===== src/rtl/flexio_pkg.sv =====
// Shared defaults and the serializer state encoding for the flexio pin stage.
package flexio_pkg;

    localparam int LANES_DEFAULT = 4;
    localparam int BITS_DEFAULT  = 8;
    localparam int DIV_W_DEFAULT = 8;

    // IDLE: pins released; LOW/HIGH: the two halves of one shift-clock period.
    typedef enum logic [1:0] {
        IDLE = 2'd0,
        LOW  = 2'd1,
        HIGH = 2'd2
    } state_e;

endpackage


===== src/rtl/flexio_clkdiv.sv =====
// Phase counter for the shift clock: strobes phase_end on the last clk
// cycle of each half-period (div_cfg+1 cycles long) while run is high.
module flexio_clkdiv #(
    parameter int DIV_W = 8
) (
    input  logic             clk,
    input  logic             rst,
    input  logic [DIV_W-1:0] div_cfg,
    input  logic             run,
    input  logic             restart,
    output logic             phase_end
);

    logic [DIV_W-1:0] cnt_q;
    logic [DIV_W-1:0] cnt_d;
    logic             phase_end_s;

    // Half-period counter: held at zero when idle or restarting, wraps at div_cfg.
    always_comb begin
        cnt_d       = cnt_q;
        phase_end_s = run && (cnt_q == div_cfg);
        if (!run || restart) begin
            cnt_d = {DIV_W{1'b0}};
        end else if (phase_end_s) begin
            cnt_d = {DIV_W{1'b0}};
        end else begin
            cnt_d = cnt_q + DIV_W'(1);
        end
    end

    // Counter register.
    always_ff @(posedge clk or posedge rst) begin
        if (rst) begin
            cnt_q <= {DIV_W{1'b0}};
        end else begin
            cnt_q <= cnt_d;
        end
    end

    assign phase_end = phase_end_s;

endmodule


===== src/rtl/flexio_lane_serializer.sv =====
// flexio pin stage: shifts each lane of a 32-bit word LSB-first onto its own
// pin with a generated shift clock, samples the input pins at each rising
// shift-clock edge and returns the sampled bits as a receive word. A one-deep
// holding register lets the next word start with no idle bit periods.
module flexio_lane_serializer
    import flexio_pkg::*;
#(
    parameter int LANES = LANES_DEFAULT,
    parameter int BITS  = BITS_DEFAULT,
    parameter int DIV_W = DIV_W_DEFAULT
) (
    input  logic                  clk,
    input  logic                  reset,
    input  logic                  enable,
    input  logic [DIV_W-1:0]      clkdiv,
    input  logic                  in_valid,
    output logic                  in_ready,
    input  logic [LANES*BITS-1:0] in_data,
    output logic                  rx_valid,
    input  logic                  rx_ready,
    output logic [LANES*BITS-1:0] rx_data,
    input  logic [LANES-1:0]      io_in,
    output logic [LANES-1:0]      io_out,
    output logic [LANES-1:0]      io_oe,
    output logic                  io_sclk,
    output logic                  busy,
    output logic                  done,
    output logic                  overrun,
    input  logic                  clr_overrun
);

    localparam int W     = LANES * BITS;
    localparam int CNT_W = (BITS > 1) ? $clog2(BITS) : 1;
    localparam logic [CNT_W-1:0] LAST_BIT = CNT_W'(BITS - 1);

    state_e             state_q, state_d;
    logic [W-1:0]       hold_q, hold_d;
    logic               hold_full_q, hold_full_d;
    logic [W-1:0]       tx_q, tx_d;
    logic [W-1:0]       rx_sh_q, rx_sh_d;
    logic [CNT_W-1:0]   bit_cnt_q, bit_cnt_d;
    logic [DIV_W-1:0]   div_cfg_q, div_cfg_d;
    logic [W-1:0]       rx_data_q, rx_data_d;
    logic               rx_valid_q, rx_valid_d;
    logic               overrun_q, overrun_d;
    logic               in_ready_q, in_ready_d;
    logic [LANES-1:0]   io_out_q, io_out_d;
    logic [LANES-1:0]   io_oe_q, io_oe_d;
    logic               io_sclk_q, io_sclk_d;
    logic               busy_q, busy_d;
    logic               done_q, done_d;

    logic               phase_end_s;
    logic               run_s;
    logic               load_s;
    logic               commit_s;
    logic               abort_s;
    logic               accept_s;
    logic               active_d_s;

    assign run_s = (state_q != IDLE);

    flexio_clkdiv #(
        .DIV_W (DIV_W)
    ) u_clkdiv (
        .clk       (clk),
        .rst       (reset),
        .div_cfg   (div_cfg_q),
        .run       (run_s),
        .restart   (load_s),
        .phase_end (phase_end_s)
    );

    // Next-state, datapath and registered-output computation.
    always_comb begin
        state_d     = state_q;
        hold_d      = hold_q;
        hold_full_d = hold_full_q;
        tx_d        = tx_q;
        rx_sh_d     = rx_sh_q;
        bit_cnt_d   = bit_cnt_q;
        div_cfg_d   = div_cfg_q;
        rx_data_d   = rx_data_q;
        rx_valid_d  = rx_valid_q;
        overrun_d   = overrun_q;
        done_d      = 1'b0;
        load_s      = 1'b0;
        commit_s    = 1'b0;
        abort_s     = 1'b0;
        accept_s    = in_valid && !hold_full_q;

        case (state_q)
            IDLE: begin
                if (hold_full_q && enable) begin
                    load_s = 1'b1;
                end else begin
                    state_d = IDLE;
                end
            end
            LOW: begin
                if (!enable) begin
                    abort_s = 1'b1;
                    state_d = IDLE;
                end else if (phase_end_s) begin
                    // Rising shift-clock edge: capture the pins into bit bit_cnt.
                    state_d = HIGH;
                    for (int i = 0; i < LANES; i++) begin
                        for (int j = 0; j < BITS; j++) begin
                            if (bit_cnt_q == CNT_W'(j)) begin
                                rx_sh_d[BITS*i + j] = io_in[i];
                            end else begin
                                rx_sh_d[BITS*i + j] = rx_sh_q[BITS*i + j];
                            end
                        end
                    end
                end else begin
                    state_d = LOW;
                end
            end
            HIGH: begin
                if (!enable) begin
                    abort_s = 1'b1;
                    state_d = IDLE;
                end else if (phase_end_s) begin
                    if (bit_cnt_q == LAST_BIT) begin
                        commit_s = 1'b1;
                        done_d   = 1'b1;
                        if (hold_full_q) begin
                            load_s = 1'b1;
                        end else begin
                            state_d = IDLE;
                        end
                    end else begin
                        for (int i = 0; i < LANES; i++) begin
                            tx_d[BITS*i +: BITS] = {1'b0, tx_q[BITS*i+1 +: BITS-1]};
                        end
                        bit_cnt_d = bit_cnt_q + CNT_W'(1);
                        state_d   = LOW;
                    end
                end else begin
                    state_d = HIGH;
                end
            end
            default: begin
                state_d = IDLE;
            end
        endcase

        // Word load: the divider setting is frozen here for the whole word.
        if (load_s) begin
            tx_d      = hold_q;
            div_cfg_d = clkdiv;
            bit_cnt_d = {CNT_W{1'b0}};
            rx_sh_d   = {W{1'b0}};
            state_d   = LOW;
        end else begin
            div_cfg_d = div_cfg_q;
        end

        // Holding register: a word offered while empty is kept even if an
        // abort discards the pending one in the same cycle.
        if (accept_s) begin
            hold_d      = in_data;
            hold_full_d = 1'b1;
        end else if (load_s || abort_s) begin
            hold_full_d = 1'b0;
        end else begin
            hold_full_d = hold_full_q;
        end

        // Receive commit: a word arriving while the previous is still unread is dropped.
        if (commit_s && (!rx_valid_q || rx_ready)) begin
            rx_data_d  = rx_sh_q;
            rx_valid_d = 1'b1;
        end else if (rx_valid_q && rx_ready) begin
            rx_valid_d = 1'b0;
        end else begin
            rx_valid_d = rx_valid_q;
        end

        // Sticky overrun; a drop in the same cycle as a clear keeps it set.
        if (commit_s && rx_valid_q && !rx_ready) begin
            overrun_d = 1'b1;
        end else if (clr_overrun) begin
            overrun_d = 1'b0;
        end else begin
            overrun_d = overrun_q;
        end

        active_d_s = (state_d != IDLE);
        in_ready_d = !hold_full_d;
        io_oe_d    = {LANES{active_d_s}};
        io_sclk_d  = (state_d == HIGH);
        busy_d     = active_d_s;
        for (int i = 0; i < LANES; i++) begin
            io_out_d[i] = active_d_s & tx_d[BITS*i];
        end
    end

    // State, datapath and output registers.
    always_ff @(posedge clk or posedge reset) begin
        if (reset) begin
            state_q     <= IDLE;
            hold_q      <= {W{1'b0}};
            hold_full_q <= 1'b0;
            tx_q        <= {W{1'b0}};
            rx_sh_q     <= {W{1'b0}};
            bit_cnt_q   <= {CNT_W{1'b0}};
            div_cfg_q   <= {DIV_W{1'b0}};
            rx_data_q   <= {W{1'b0}};
            rx_valid_q  <= 1'b0;
            overrun_q   <= 1'b0;
            in_ready_q  <= 1'b1;
            io_out_q    <= {LANES{1'b0}};
            io_oe_q     <= {LANES{1'b0}};
            io_sclk_q   <= 1'b0;
            busy_q      <= 1'b0;
            done_q      <= 1'b0;
        end else begin
            state_q     <= state_d;
            hold_q      <= hold_d;
            hold_full_q <= hold_full_d;
            tx_q        <= tx_d;
            rx_sh_q     <= rx_sh_d;
            bit_cnt_q   <= bit_cnt_d;
            div_cfg_q   <= div_cfg_d;
            rx_data_q   <= rx_data_d;
            rx_valid_q  <= rx_valid_d;
            overrun_q   <= overrun_d;
            in_ready_q  <= in_ready_d;
            io_out_q    <= io_out_d;
            io_oe_q     <= io_oe_d;
            io_sclk_q   <= io_sclk_d;
            busy_q      <= busy_d;
            done_q      <= done_d;
        end
    end

    assign in_ready = in_ready_q;
    assign rx_valid = rx_valid_q;
    assign rx_data  = rx_data_q;
    assign io_out   = io_out_q;
    assign io_oe    = io_oe_q;
    assign io_sclk  = io_sclk_q;
    assign busy     = busy_q;
    assign done     = done_q;
    assign overrun  = overrun_q;

endmodule


===== config.mk =====
export PLATFORM = sky130hd
export DESIGN_NAME = flexio_lane_serializer
export DESIGN_NICKNAME = d
export VERILOG_FILES = /design/src/rtl/flexio_pkg.sv /design/src/rtl/flexio_clkdiv.sv /design/src/rtl/flexio_lane_serializer.sv
export SDC_FILE = /design/constraint.sdc
export NUM_CORES = 1
export LEC_CHECK = 0
export CAP_MARGIN = 10
export CORE_AREA = 2 2 121 241
export CTS_CLUSTER_DIAMETER = 100
export CTS_CLUSTER_SIZE = 8
export DETAILED_ROUTE_END_ITERATION = 8
export DIE_AREA = 0 0 123 243
export SLEW_MARGIN = 30
export SYNTH_ARGS = -nofsm -noshare
export SYNTH_HDL_FRONTEND = slang
export SYNTH_HIERARCHICAL = 1
export SYNTH_SLANG_ARGS = --single-unit

===== constraint.sdc =====
create_clock -name clk -period 6.2 [get_ports clk]
set_input_delay 0.62 -clock clk [delete_from_list [all_inputs] [get_ports clk]]
set_output_delay 0.62 -clock clk [all_outputs]
set_load 0.01 [all_outputs]

==> metrics.md <==
| Metric | Value |
|---|---|
| Die height | `roughly 240 um` |
| Final Non-Filler Cells | `just over 1k` |
| Largest cells by area after synthesis | `dfrtp_1 (58%), mux2_2 (14%), nand2_1 (3.3%)` |
| Critical Path RT | `~6.5 ns` |
| Post-DRT Antenna Nets | `0` |
| Post-synthesis compound-gate area fraction | `a little under a tenth` |
| Post-synth top area cell | `dfrtp_1` |
| Clock Tree Buf Depth | `2` |
| Metal2 WL | `9.04 mm` |
| Final hold violations | `0` |
| Via density | `between 4 and 5` |
| P_leak | `roughly 3.8 nW` |
| Pins Over Slew Limit | `0` |
| # fillers | `a little under 3k` |
| Num CTS Buffers | `17` |
| Ys Warns | `6` |
| Dpl cells | `slightly below 1k` |
| Post-Syn Instances | `567` |
| Setup TNS | `0 ns` |
| Initial Utilization | `approximately 25%` |
| Clock Latency Late Sink | `~0.42 ns` |
| Syn avg cell area | `roughly 12 um2` |
| Power Dens Cells | `393 nW/um2` |
| Peak VDD IR | `0.000242 V` |
| First-pass GRT wire length | `~25 mm` |
| Area grow syn2layout | `27.0%` |
| Detailed Route Iter0 Violations | `about 200` |
| EDFF count, synth | `0` |
| Worst Hold Path Cells | `2` |
| Drt drc | `0` |
| Routed vias | `roughly 4.4k` |
| RSZ-0062 raised after global routing | `false` |
| Ant. Diodes | `0` |
| Largest family of logic cells by synthesized area | `multiplexers` |
| Async set-reset flop share out of synthesis | `100%` |
| Design area | `between 8000 and 9000 um2` |
| Cell chosen for the clock root | `clkbuf_16` |
| CP endpoint kind | `flop` |
| Worst-path clk slew | `roughly 0.060 ns` |
| Post-Route WL | `15.7 mm` |
| # IOs | `96` |
| Main synth FF type | `dfrtp_1` |
| TritonCTS clock tree | `done` |
| Post-synth cell types | `47` |
| Min Tclk post-route | `around 3.6 ns` |
| Post-CTS Hold Buffers | `0` |
| Tightest Pin Transition | `around 0.77 ns` |
| Post-CTS Setup Bufs | `0` |
| Placement-stage cell area | `just over 8000 um2` |
| Critical path fanouts, max | `between 40 and 50` |
| Final Util | `31.3%` |
| Maxcap violations | `0` |
| Chip Width | `about 120 um` |
| Setup-failing EPs final | `0` |
| #FFs+latches synth | `160` |
| Mux contribution to synthesized area | `15.1%` |
| Crit path DAT | `3.88 ns` |
| GRT overflow | `0` |
| WL met3 | `390 um` |
| Rel. slew slack | `approximately 48%` |
| Row count | `between 80 and 90` |
| Most numerous cell in the Yosys netlist | `dfrtp_1` |
| Highest Signal Layer | `met4` |
| Hold WC Path Type | `reg -> reg` |
| CTS resizes | `0` |
| Die ar. | `between 20000 and 30000 um2` |
| GRT Total Usage | `between 10 and 15%` |
| Peak Freq | `~0.28 GHz` |
| Pre-antenna DRT Iters | `4` |
| Worst reg-to-reg path cell count | `9` |
| WL met1 | `6.04 mm` |
| Share of cells above drive strength 1 | `a little over a fifth` |
| Initial antenna violation count | `0` |
| Seq/Total Area, Yosys | `a little under 60%` |
| Top cells by count, synth | `dfrtp_1 (159), mux2_2 (87), nand2_1 (61)` |
| Synthesized cell area | `a little under 7000 um2` |
| Final RePlAce weighted congestion | `~0.75` |
| Adder-Cell Fraction of Synth Area | `2.17%` |
| Xor/xnor share of the synthesized area | `~1.6%` |
| Post-Synth Simple-Gate Area | `just over 10%` |
| # clock sinks | `160` |
| Synthesized Nets | `629` |
| H-tree levels | `4` |
| Clock skew | `between 0.006 and 0.007 ns` |
| Number of global-route vias before repair | `roughly 4.5k` |
| Worst hold slack | `0.482 ns` |
| Fin crit share | `around three fifths` |
| Critical path type | `reg -> reg` |
| Post-synth top area share | `between 50% and 60%` |
| I/O Buffers | `95` |
| NumNets Final | `around 710` |
| Crit start category | `flop` |
| DR WL/cell | `about 15 um` |
| Largest net degree at the start of global routing | `between 100 and 150` |
| Post-DP HPWL | `approximately 11 mm` |
| Status | `complete, no violations` |
| Core ar. | `28100 um2` |
report_power, final:
| part | internal (mW) | switching (mW) |
|---|---|---|
| Clock | 0.604 | 0.432 |
| Sequential | 1.38 | 0.204 |
| Combinational | 0.428 | 0.405 |
| Total | 2.42 | 1.04 |
final timing paths:
check / start / endpoint / slack (ns)
worst max-delay path: u_clkdiv/cnt_q[1] / u_clkdiv/cnt_q[4] / 2.59
worst min-delay path: hold_q[13] / tx_q[13] / 0.48
worst min register to register: hold_q[13] / tx_q[13] / 0.48
worst max register to register: u_clkdiv/cnt_q[1] / u_clkdiv/cnt_q[4] / 2.59
min in group asynchronous: reset / u_clkdiv/cnt_q[2] / 0.66
max in group asynchronous: reset / tx_q[1] / 4.32
cell type report:
class	instances	area [um2]	share of cell area, %
repair buffers	101	1020	11.6
inverters	17	71.3	0.812
flip-flops and latches	160	4010	45.6
clock inverters	12	133	1.51
well taps	356	445	5.07
clock buffers	19	443	5.04
multi-input cells	350	2670	30.4
sequential cells by signal (all words and copies together), names as in the netlist, 2 cells and up:
register	flops
hold_q	32
rx_data	32
bit_cnt_q	3
state_q	2
tx_q	32
div_cfg_q	8
u_clkdiv/cnt_q	8
rx_sh_q	32
io_out	4
through the flow:
step / power [mW] / worst slack (ns)
2_1_floorplan: 2.18 / 1.49
3_3_place_gp: 2.42 / 2.63
3_5_place_dp: 2.45 / 2.60
4_1_cts: 3.51 / 2.60
5_1_grt: 3.68 / 2.35
6_report: 3.46 / 2.59
cells by family after synthesis:
| family | after synthesis |
|---|---|
| flip-flops | 160 |
| AND/OR/NAND/NOR | 133 |
| AO/OA/AOI/OAI | 100 |
| multiplexers | 93 |
| buffers and inverters | 57 |
| XOR/XNOR | 12 |
| adder cells (fa/ha/maj) | 12 |
routing by layer:
| metal | up-vias | global-route usage [%] |
|---|---|---|
| li1 | 2129 | - |
| met3 | 8 | 2.14 |
| met4 | 0 | 4.31 |
| met2 | 72 | 20.8 |
| met1 | 2172 | 12.0 |
| met5 | - | 0 |
worst max-delay path, cell delays in order, from the launching register on:
cell	delay [ns]
dfrtp_1	0.44
xor2_1	0.21
nor4_4	0.56
and3_1	0.40
a31oi_1	0.16
or2_1	0.26
inv_2	0.47
buf_4	0.48
nand2b_1	0.37
a211oi_1	0.09
cell usage in the layout, fill, tap and decap left out, types with 10 or more instances in the layout:
cell,synthesis,layout
inv_1,16,15
a21oi_1,32,32
ha_1,12,11
nor2_1,10,10
nor3b_1,24,24
nand2_1,61,61
clkdlybuf4s50_1,0,95
dfrtp_1,159,159
and2_1,11,11
clkbuf_16,0,17
mux2_2,87,87
o21ai_0,33,33
Power figures use the tool's default switching activity.
